$ cat config.mk
export PLATFORM = sky130hd
export DESIGN_NAME = accel_cfg_sequencer
export DESIGN_NICKNAME = d
export VERILOG_FILES = /design/src/rtl/accel_cfg_pkg.sv /design/src/rtl/accel_cfg_sequencer_poll_timer.sv /design/src/rtl/accel_cfg_sequencer.sv
export SDC_FILE = /design/constraint.sdc
export NUM_CORES = 1
export LEC_CHECK = 0
export CORE_MARGIN = 3
export CORE_UTILIZATION = 59
export DETAILED_ROUTE_END_ITERATION = 8
export DONT_BUFFER_PORTS = 1
export GPL_ROUTABILITY_DRIVEN = 0
export GPL_TIMING_DRIVEN = 1
export PLACE_DENSITY = 0.75
export SYNTH_ARGS = -nofsm -noshare
export SYNTH_HDL_FRONTEND = slang
export SYNTH_HIERARCHICAL = 1
export SYNTH_SLANG_ARGS = --single-unit
$ cat constraint.sdc
create_clock -name clk_s -period 3.5 [get_ports clk_s]
set_clock_uncertainty 0.15 [all_clocks]
set_input_delay 0.175 -clock clk_s [delete_from_list [all_inputs] [get_ports clk_s]]
set_output_delay 0.175 -clock clk_s [all_outputs]
set_load 0.02 [all_outputs]
$ cat src/rtl/accel_cfg_pkg.sv
// Shared state encoding and word/address helpers for the accelerator config sequencer.
package accel_cfg_pkg;

  localparam int TMR_W = 16;

  typedef enum logic [2:0] {
    S_IDLE,
    S_WRITE,
    S_POLL,
    S_POLL_WAIT,
    S_GAP,
    S_READ,
    S_DRAIN,
    S_RESP
  } seq_state_e;

  // Status words sit directly above the control words in the register map.
  function automatic int stat_base(input int n_ctrl);
    return n_ctrl;
  endfunction

  function automatic int word_lsb(input int idx, input int width);
    return idx * width;
  endfunction

endpackage

$ cat src/rtl/accel_cfg_sequencer_poll_timer.sv
// Poll pacing: gap down-counter between polls and saturating timeout counter.
module cfg_poll_timer
  import accel_cfg_pkg::*;
#(
  parameter int POLL_GAP = 4,
  parameter int TIMEOUT  = 1023
) (
  input  logic clk_s,
  input  logic rst_n_s,
  input  logic to_clr_i,
  input  logic to_en_i,
  input  logic gap_load_i,
  input  logic gap_en_i,
  output logic gap_done_o,
  output logic timed_out_o
);

  // Loading POLL_GAP-1 and leaving at zero gives exactly POLL_GAP gap cycles.
  localparam logic [TMR_W-1:0] GAP_LOAD = (POLL_GAP > 0) ? TMR_W'(POLL_GAP - 1) : '0;
  localparam logic [TMR_W-1:0] TO_MAX   = TMR_W'(TIMEOUT);

  logic [TMR_W-1:0] to_q, to_d;
  logic [TMR_W-1:0] gap_q, gap_d;

  always_comb begin
    to_d = to_q;
    if (to_clr_i) begin
      to_d = '0;
    end else if (to_en_i && (to_q < TO_MAX)) begin
      to_d = to_q + TMR_W'(1);
    end

    gap_d = gap_q;
    if (gap_load_i) begin
      gap_d = GAP_LOAD;
    end else if (gap_en_i && (gap_q != '0)) begin
      gap_d = gap_q - TMR_W'(1);
    end
  end

  always_ff @(posedge clk_s or negedge rst_n_s) begin
    if (!rst_n_s) begin
      to_q  <= '0;
      gap_q <= '0;
    end else begin
      to_q  <= to_d;
      gap_q <= gap_d;
    end
  end

  assign gap_done_o  = (gap_q == '0);
  assign timed_out_o = (to_q >= TO_MAX);

endmodule

$ cat src/rtl/accel_cfg_sequencer.sv
// Config-port master: writes a job's control words, polls for done (with timeout),
// reads back all status words and returns them on a valid/ready response.
//   state       | meaning
//   S_IDLE      | ready for a job command
//   S_WRITE     | writing control word cnt
//   S_POLL      | reading the done word
//   S_POLL_WAIT | registered-read turnaround; done evaluated here
//   S_GAP       | idle spacing between polls
//   S_READ      | issuing status read cnt
//   S_DRAIN     | capturing the last registered read
//   S_RESP      | holding the response until accepted
module accel_cfg_sequencer
  import accel_cfg_pkg::*;
#(
  parameter int DATA_WIDTH    = 16,
  parameter int N_CTRL_WORDS  = 2,
  parameter int N_STAT_WORDS  = 4,
  parameter int ADDR_WIDTH    = $clog2(N_CTRL_WORDS + N_STAT_WORDS),
  parameter int READ_LATENCY  = 0,
  parameter int DONE_STAT_IDX = 0,
  parameter int DONE_BIT      = 0,
  parameter int POLL_GAP      = 4,
  parameter int TIMEOUT       = 1023
) (
  input  logic                               clk_s,
  input  logic                               rst_n_s,
  input  logic                               cmd_valid,
  output logic                               cmd_ready,
  input  logic [N_CTRL_WORDS*DATA_WIDTH-1:0] cmd_ctrl,
  output logic                               rsp_valid,
  input  logic                               rsp_ready,
  output logic [N_STAT_WORDS*DATA_WIDTH-1:0] rsp_stat,
  output logic                               rsp_timeout,
  output logic                               busy,
  output logic                               mem_en,
  output logic [ADDR_WIDTH-1:0]              mem_addr,
  output logic                               mem_we,
  output logic [DATA_WIDTH/8-1:0]            mem_be,
  output logic [DATA_WIDTH-1:0]              mem_wdata,
  input  logic [DATA_WIDTH-1:0]              mem_rdata
);

  localparam logic [ADDR_WIDTH-1:0] STAT_BASE_A = ADDR_WIDTH'(stat_base(N_CTRL_WORDS));
  localparam logic [ADDR_WIDTH-1:0] POLL_ADDR   = ADDR_WIDTH'(stat_base(N_CTRL_WORDS) + DONE_STAT_IDX);
  localparam logic [ADDR_WIDTH-1:0] LAST_CTRL   = ADDR_WIDTH'(N_CTRL_WORDS - 1);
  localparam logic [ADDR_WIDTH-1:0] LAST_STAT   = ADDR_WIDTH'(N_STAT_WORDS - 1);

  seq_state_e                        state_q, state_d;
  logic [ADDR_WIDTH-1:0]             cnt_q, cnt_d;
  logic [ADDR_WIDTH-1:0]             cap_idx_q, cap_idx_d;
  logic                              cap_vld_q, cap_vld_d;
  logic                              timeout_q, timeout_d;
  logic                              init_q;
  logic [N_CTRL_WORDS*DATA_WIDTH-1:0] buf_q;
  logic [N_STAT_WORDS*DATA_WIDTH-1:0] stat_q;

  logic                  accept;
  logic                  stat_we;
  logic [ADDR_WIDTH-1:0] stat_idx;
  logic                  poll_eval;
  logic                  tmr_clr, tmr_en, gap_load, gap_en;
  logic                  gap_done, timed_out;

  cfg_poll_timer #(
    .POLL_GAP (POLL_GAP),
    .TIMEOUT  (TIMEOUT)
  ) u_poll_timer (
    .clk_s       (clk_s),
    .rst_n_s     (rst_n_s),
    .to_clr_i    (tmr_clr),
    .to_en_i     (tmr_en),
    .gap_load_i  (gap_load),
    .gap_en_i    (gap_en),
    .gap_done_o  (gap_done),
    .timed_out_o (timed_out)
  );

  always_comb begin
    state_d   = state_q;
    cnt_d     = cnt_q;
    cap_vld_d = 1'b0;
    cap_idx_d = cap_idx_q;
    timeout_d = timeout_q;
    accept    = 1'b0;
    stat_we   = cap_vld_q;
    stat_idx  = cap_idx_q;
    poll_eval = 1'b0;
    tmr_clr   = 1'b0;
    tmr_en    = 1'b0;
    gap_load  = 1'b0;
    gap_en    = 1'b0;
    cmd_ready = 1'b0;
    rsp_valid = 1'b0;
    mem_en    = 1'b0;
    mem_we    = 1'b0;
    mem_be    = '0;
    mem_addr  = '0;
    mem_wdata = '0;

    case (state_q)
      S_IDLE: begin
        cmd_ready = init_q;
        if (cmd_valid && init_q) begin
          accept  = 1'b1;
          cnt_d   = '0;
          state_d = S_WRITE;
        end
      end
      S_WRITE: begin
        mem_en    = 1'b1;
        mem_we    = 1'b1;
        mem_be    = '1;
        mem_addr  = cnt_q;
        mem_wdata = buf_q[word_lsb(int'(cnt_q), DATA_WIDTH) +: DATA_WIDTH];
        if (cnt_q == LAST_CTRL) begin
          cnt_d   = '0;
          tmr_clr = 1'b1;
          state_d = S_POLL;
        end else begin
          cnt_d = cnt_q + ADDR_WIDTH'(1);
        end
      end
      S_POLL: begin
        mem_en   = 1'b1;
        mem_addr = POLL_ADDR;
        tmr_en   = 1'b1;
        if (READ_LATENCY == 0) begin
          poll_eval = 1'b1;
        end else begin
          state_d = S_POLL_WAIT;
        end
      end
      S_POLL_WAIT: begin
        tmr_en    = 1'b1;
        poll_eval = 1'b1;
      end
      S_GAP: begin
        tmr_en = 1'b1;
        gap_en = 1'b1;
        if (gap_done) begin
          state_d = S_POLL;
        end
      end
      S_READ: begin
        mem_en   = 1'b1;
        mem_addr = STAT_BASE_A + cnt_q;
        // With a registered port the word arrives next cycle, overlapping the next issue.
        if (READ_LATENCY == 0) begin
          stat_we  = 1'b1;
          stat_idx = cnt_q;
        end else begin
          cap_vld_d = 1'b1;
          cap_idx_d = cnt_q;
        end
        if (cnt_q == LAST_STAT) begin
          cnt_d   = '0;
          state_d = (READ_LATENCY == 0) ? S_RESP : S_DRAIN;
        end else begin
          cnt_d = cnt_q + ADDR_WIDTH'(1);
        end
      end
      S_DRAIN: begin
        state_d = S_RESP;
      end
      S_RESP: begin
        rsp_valid = 1'b1;
        if (rsp_ready) begin
          state_d = S_IDLE;
        end
      end
      default: begin
        state_d = S_IDLE;
      end
    endcase

    if (poll_eval) begin
      if (mem_rdata[DONE_BIT]) begin
        timeout_d = 1'b0;
        cnt_d     = '0;
        state_d   = S_READ;
      end else if (timed_out) begin
        timeout_d = 1'b1;
        cnt_d     = '0;
        state_d   = S_READ;
      end else if (POLL_GAP == 0) begin
        state_d = S_POLL;
      end else begin
        gap_load = 1'b1;
        state_d  = S_GAP;
      end
    end
  end

  always_ff @(posedge clk_s or negedge rst_n_s) begin
    if (!rst_n_s) begin
      state_q   <= S_IDLE;
      cnt_q     <= '0;
      cap_idx_q <= '0;
      cap_vld_q <= 1'b0;
      timeout_q <= 1'b0;
      init_q    <= 1'b0;
      buf_q     <= '0;
      stat_q    <= '0;
    end else begin
      state_q   <= state_d;
      cnt_q     <= cnt_d;
      cap_idx_q <= cap_idx_d;
      cap_vld_q <= cap_vld_d;
      timeout_q <= timeout_d;
      init_q    <= 1'b1;
      if (accept) begin
        buf_q <= cmd_ctrl;
      end
      if (stat_we) begin
        stat_q[word_lsb(int'(stat_idx), DATA_WIDTH) +: DATA_WIDTH] <= mem_rdata;
      end
    end
  end

  assign rsp_stat    = stat_q;
  assign rsp_timeout = timeout_q;
  assign busy        = (state_q != S_IDLE);

endmodule

==> parameters.txt <==
Parameter                              Value

Critical path
  Worst Reg2Reg Path Length in Cells ... 7
  Critical path fanouts, max ... 16
  Worst path cell trace ... and3b_1, nand2_1, ha_1, ha_1, nor4_1, nand4_4, mux2_4
  Worst reg2reg endpoint ... rsp_stat[8]$_DFFE_PN0P_
  Path type of the worst setup path ... reg2reg
  Data required time at the worst endpoint ... 3.76 ns
  Most common cell type on the critical path ... sky130_fd_sc_hd__ha_1
  Kind of launch point of the worst setup path ... register
  Stage delay of the slowest cell on the critical path ... 0.49 ns
  Internal reg-to-reg setup slack ... 0.39 ns
  Slowest stage cell on the critical path ... sky130_fd_sc_hd__nor4_1
  Cell family with most CP delay ... simple AND/OR/NAND/NOR gates
  Critical path buffers and inverters ... 0
  Endpoint type of the worst setup path ... register
  Beginning of the worst register-to-register path ... state_q[1]$_DFFE_PN0P_
  Arrival time of the worst setup path ... 3.37 ns

Global route
  GRT overflow ... 0
  Number of global-route vias before repair ... 4772
  Wire length of the first global-routing pass ... 25.4 mm
  Initial antenna violation count ... 0
  Overall global routing resource usage ... 0.260
  Maximum number of pins on one net before global-route repair ... 137

Run
  MaxCap Viol Count ... 0

Detailed routing
  DRC violation count after routing ... 0
  Number of nets still failing antenna checks after routing ... 0
  Via count of the routed design ... 4543
  Avg WL per Cell ... 20.5 um
  Vias per cell ... 5.98
  Iteration-0 DRC Markers ... roughly 330
  Wire length after detailed routing ... 15.6 mm
  Number of detailed-route iterations in the first pass ... 4

Pwr
  Sw Ratio ... 0.394
  Total power per unit cell area ... about 940 nW/um^2
  Comb pwr share ... 0.316
  P_int ... 4.46 mW
  Sequential cell fraction of total power ... 0.433
  Psw ... 2.90 mW
  Cell leakage power ... 3.50 nW
  Max IR drop VDD ... 0.563 mV
  Clock network fraction of design power ... 0.251

Placement
  Placement-stage worst setup slack ... 0.418 ns
  Buffers added on ports ... 0
  HPWL reported at the end of detailed placement ... between 9 and 10 mm

Clock tree
  Num Clock Sinks ... between 100 and 150
  H-tree Lvls ... 4
  Clock-pin slew on the worst setup and hold paths ... 0.06 ns
  Clock tree from TritonCTS ... done
  Number of CTS-inserted buffers ... 17
  Setup bufs post-CTS ... 0
  Clock insertion delay at the later pin of the skew report ... 0.53 ns
  Buffer levels on the longest clock path ... 2
  Clock tree root buffer cell ... sky130_fd_sc_hd__clkbuf_8
  Quantity of gates resized following cts ... 0

Floorplanning
  Std cell rows ... 37
  Initial core utilization ... 0.620
  Num ports ... 143
  Die span in y ... 111 um
  Total die area ... around 12000 um^2
  Width of the die ... 111 um
  Area of the placeable core ... 10500 um^2

Timing
  Top achievable clock speed ... between 300 and 400 MHz
  Final Hold Slack ... 0.0758 ns
  Slew @ Worst Pin ... 0.725 ns
  Final setup violation count ... 0
  Fraction of the cycle the final worst path needs ... 0.888
  Final Max Slew Viols ... 0
  Post-layout minimum cycle time ... 3.11 ns
  Sum of negative setup slack ... 0 ns
  Fin worst setup slack ... 0.391 ns
  Final Hold Viols ... 0
  Worst relative slew slack ... 0.515
  RSZ-0062 raised after global routing ... false

Logic synthesis
  Sequential fraction of the synthesis area ... 0.523
  Number of enable flip-flop cells after synthesis ... 0
  Number of warnings printed during yosys synthesis ... 6
  Synthesized instance count ... 553
  Netlist area before placement ... 6510 um^2
  Number of register bits inferred by synthesis ... about 140
  Number of distinct library cells after synthesis ... 55
  Syn Area/Cell ... 11.8 um^2
  Net Count, Synth ... about 610
  Top FF cell, synth ... sky130_fd_sc_hd__dfrtp_1
  Share of flip-flops with an asynchronous set or reset after synthesis ... 1.00

Finish
  Fill cell count ... ~700
  Layout Nets ... 671
  Layout-stage area growth over the synthesis result ... 19.8%
  Fraction of final layout cells with drive strength greater than 1 ... 0.229
  Sequential cell area ... 3400 um^2
  Diode count ... 0
  Combined area of the multi-input logic cells ... 2850 um^2

Worst hold path
  Type of the most critical hold path ... in2reg
  Endpoint of the worst hold path ... buf_q[12]$_DFFE_PN0P_
  Beginning of the worst hold path ... cmd_valid
  Worst hold stages ... 3

Status
  Status ... complete, no violations
[Yosys cell counts, types with 7 or more instances]
cell type                  instances  area (um^2)
sky130_fd_sc_hd__inv_1            27          101
sky130_fd_sc_hd__dfrtp_1         136         3400
sky130_fd_sc_hd__a21oi_1          27          135
sky130_fd_sc_hd__ha_1              8          100
sky130_fd_sc_hd__nor2_1           29          109
sky130_fd_sc_hd__mux2_2           73          822
sky130_fd_sc_hd__nor4_1            7         43.8
sky130_fd_sc_hd__nand3_1           7         35.0
sky130_fd_sc_hd__nand2_1          36          135
sky130_fd_sc_hd__buf_2             8         40.0
sky130_fd_sc_hd__nor3_1            9         45.0
sky130_fd_sc_hd__mux2i_1          33          330
sky130_fd_sc_hd__or3_1            12         75.1
sky130_fd_sc_hd__nor2b_1          28          175
sky130_fd_sc_hd__clkbuf_1         14         52.6
sky130_fd_sc_hd__mux2_4           10          150
sky130_fd_sc_hd__o31ai_1          10         75.1
sky130_fd_sc_hd__or4_1            11         82.6
[layout make-up]
cell class | count | area share
Clock buffer | 20 | 0.0558
Clock inverter | 12 | 0.0225
Inverter | 27 | 0.0130
Multi-Input combinational cell | 360 | 0.365
Sequential cell | 136 | 0.436
Tap cell | 136 | 0.0218
Timing Repair Buffer | 69 | 0.0854
[worst register-to-register path, cell delays in order (launching register included)]
cell and delay (ns):
sky130_fd_sc_hd__dfrtp_1 0.37, sky130_fd_sc_hd__and3b_1 0.41, sky130_fd_sc_hd__nand2_1 0.11, sky130_fd_sc_hd__ha_1 0.21
sky130_fd_sc_hd__ha_1 0.35, sky130_fd_sc_hd__nor4_1 0.49, sky130_fd_sc_hd__nand4_4 0.44, sky130_fd_sc_hd__mux2_4 0.46
[per-layer routing]
metal	wire [um]	share of wire	vias to the layer above	GRT usage
met5	0	0	-	0
met4	308	0.020	0	0.0900
met3	1070	0.069	20	0.0802
met2	8260	0.53	165	0.456
met1	5960	0.38	2292	0.301
li1	-	-	2066	-
[per-stage QoR]
| stage | utilization | instances | power [mW] | cell area [um^2] |
|---|---|---|---|---|
| after detailed placement | 0.633 | 676 | 5.36 | 6650 |
| after floorplan | - | 553 | 4.87 | 6510 |
| after CTS | 0.742 | 760 | 7.33 | 7800 |
| after global routing | 0.742 | 760 | 7.78 | 7800 |
| after global placement | 0.633 | 676 | 5.21 | 6650 |
| final | 0.742 | 760 | 7.36 | 7800 |
[worst max-delay path by stage]
stage / from / end / cells after the start
2_1_floorplan: cnt_q[0]$_DFF_PN0_ / rsp_stat[10]$_DFFE_PN0P_ / 9
3_3_place_gp: state_q[1]$_DFFE_PN0P_ / rsp_stat[9]$_DFFE_PN0P_ / 7
3_5_place_dp: state_q[1]$_DFFE_PN0P_ / rsp_stat[8]$_DFFE_PN0P_ / 7
4_1_cts: state_q[1]$_DFFE_PN0P_ / rsp_stat[12]$_DFFE_PN0P_ / 7
5_1_grt: state_q[1]$_DFFE_PN0P_ / rsp_stat[8]$_DFFE_PN0P_ / 7
6_report: state_q[1]$_DFFE_PN0P_ / rsp_stat[8]$_DFFE_PN0P_ / 7
[layout by cell type, fill, tap and decap left out, drive strengths merged, types with 11 or more instances in the layout]
cell           n
dfrtp        136
mux2          84
dlygate4sd3   51
nand2         36
mux2i         33
nor2          29
nor2b         28
inv           27
a21oi         27
clkbuf        20
buf           18
or3           12
or4           11
[registers in the layout, summed over array words and instances, names as in the netlist]
register	flops
state_q	3
rsp_timeout	1
init_q	1
u_poll_timer/to_q	16
rsp_stat	64
cnt_q	3
u_poll_timer/gap_q	16
buf_q	32
[power by group through the flow]
stage,Sequential (mW),Clock [mW],Combinational (mW)
final,3.19,1.85,2.33
after detailed placement,3.18,0,2.18
after global routing,3.27,1.95,2.56
after floorplan,3.02,0,1.85
after CTS,3.16,1.86,2.30
after global placement,3.13,0,2.08
[kinds of logic (layout without fill, tap and decap cells)]
group                    Yosys count  count (layout)  synth area share
adder cells (fa/ha/maj)            8               8            0.0154
buffers and inverters             57             128            0.0402
other                              1               1          0.000576
AO/OA/AOI/OAI                     58              58            0.0559
XOR/XNOR                           1               1           0.00135
multiplexers                     117             117             0.202
flip-flops                       136             136             0.523
AND/OR/NAND/NOR                  175             175             0.162
[repair_timing]
action | in CTS | in global routing
setup endpoints to repair | 0 | 0
hold buffers | 52 | 0
hold endpoints to repair | 255 | 0
No activity file was read; power rests on OpenSTA's default activity.
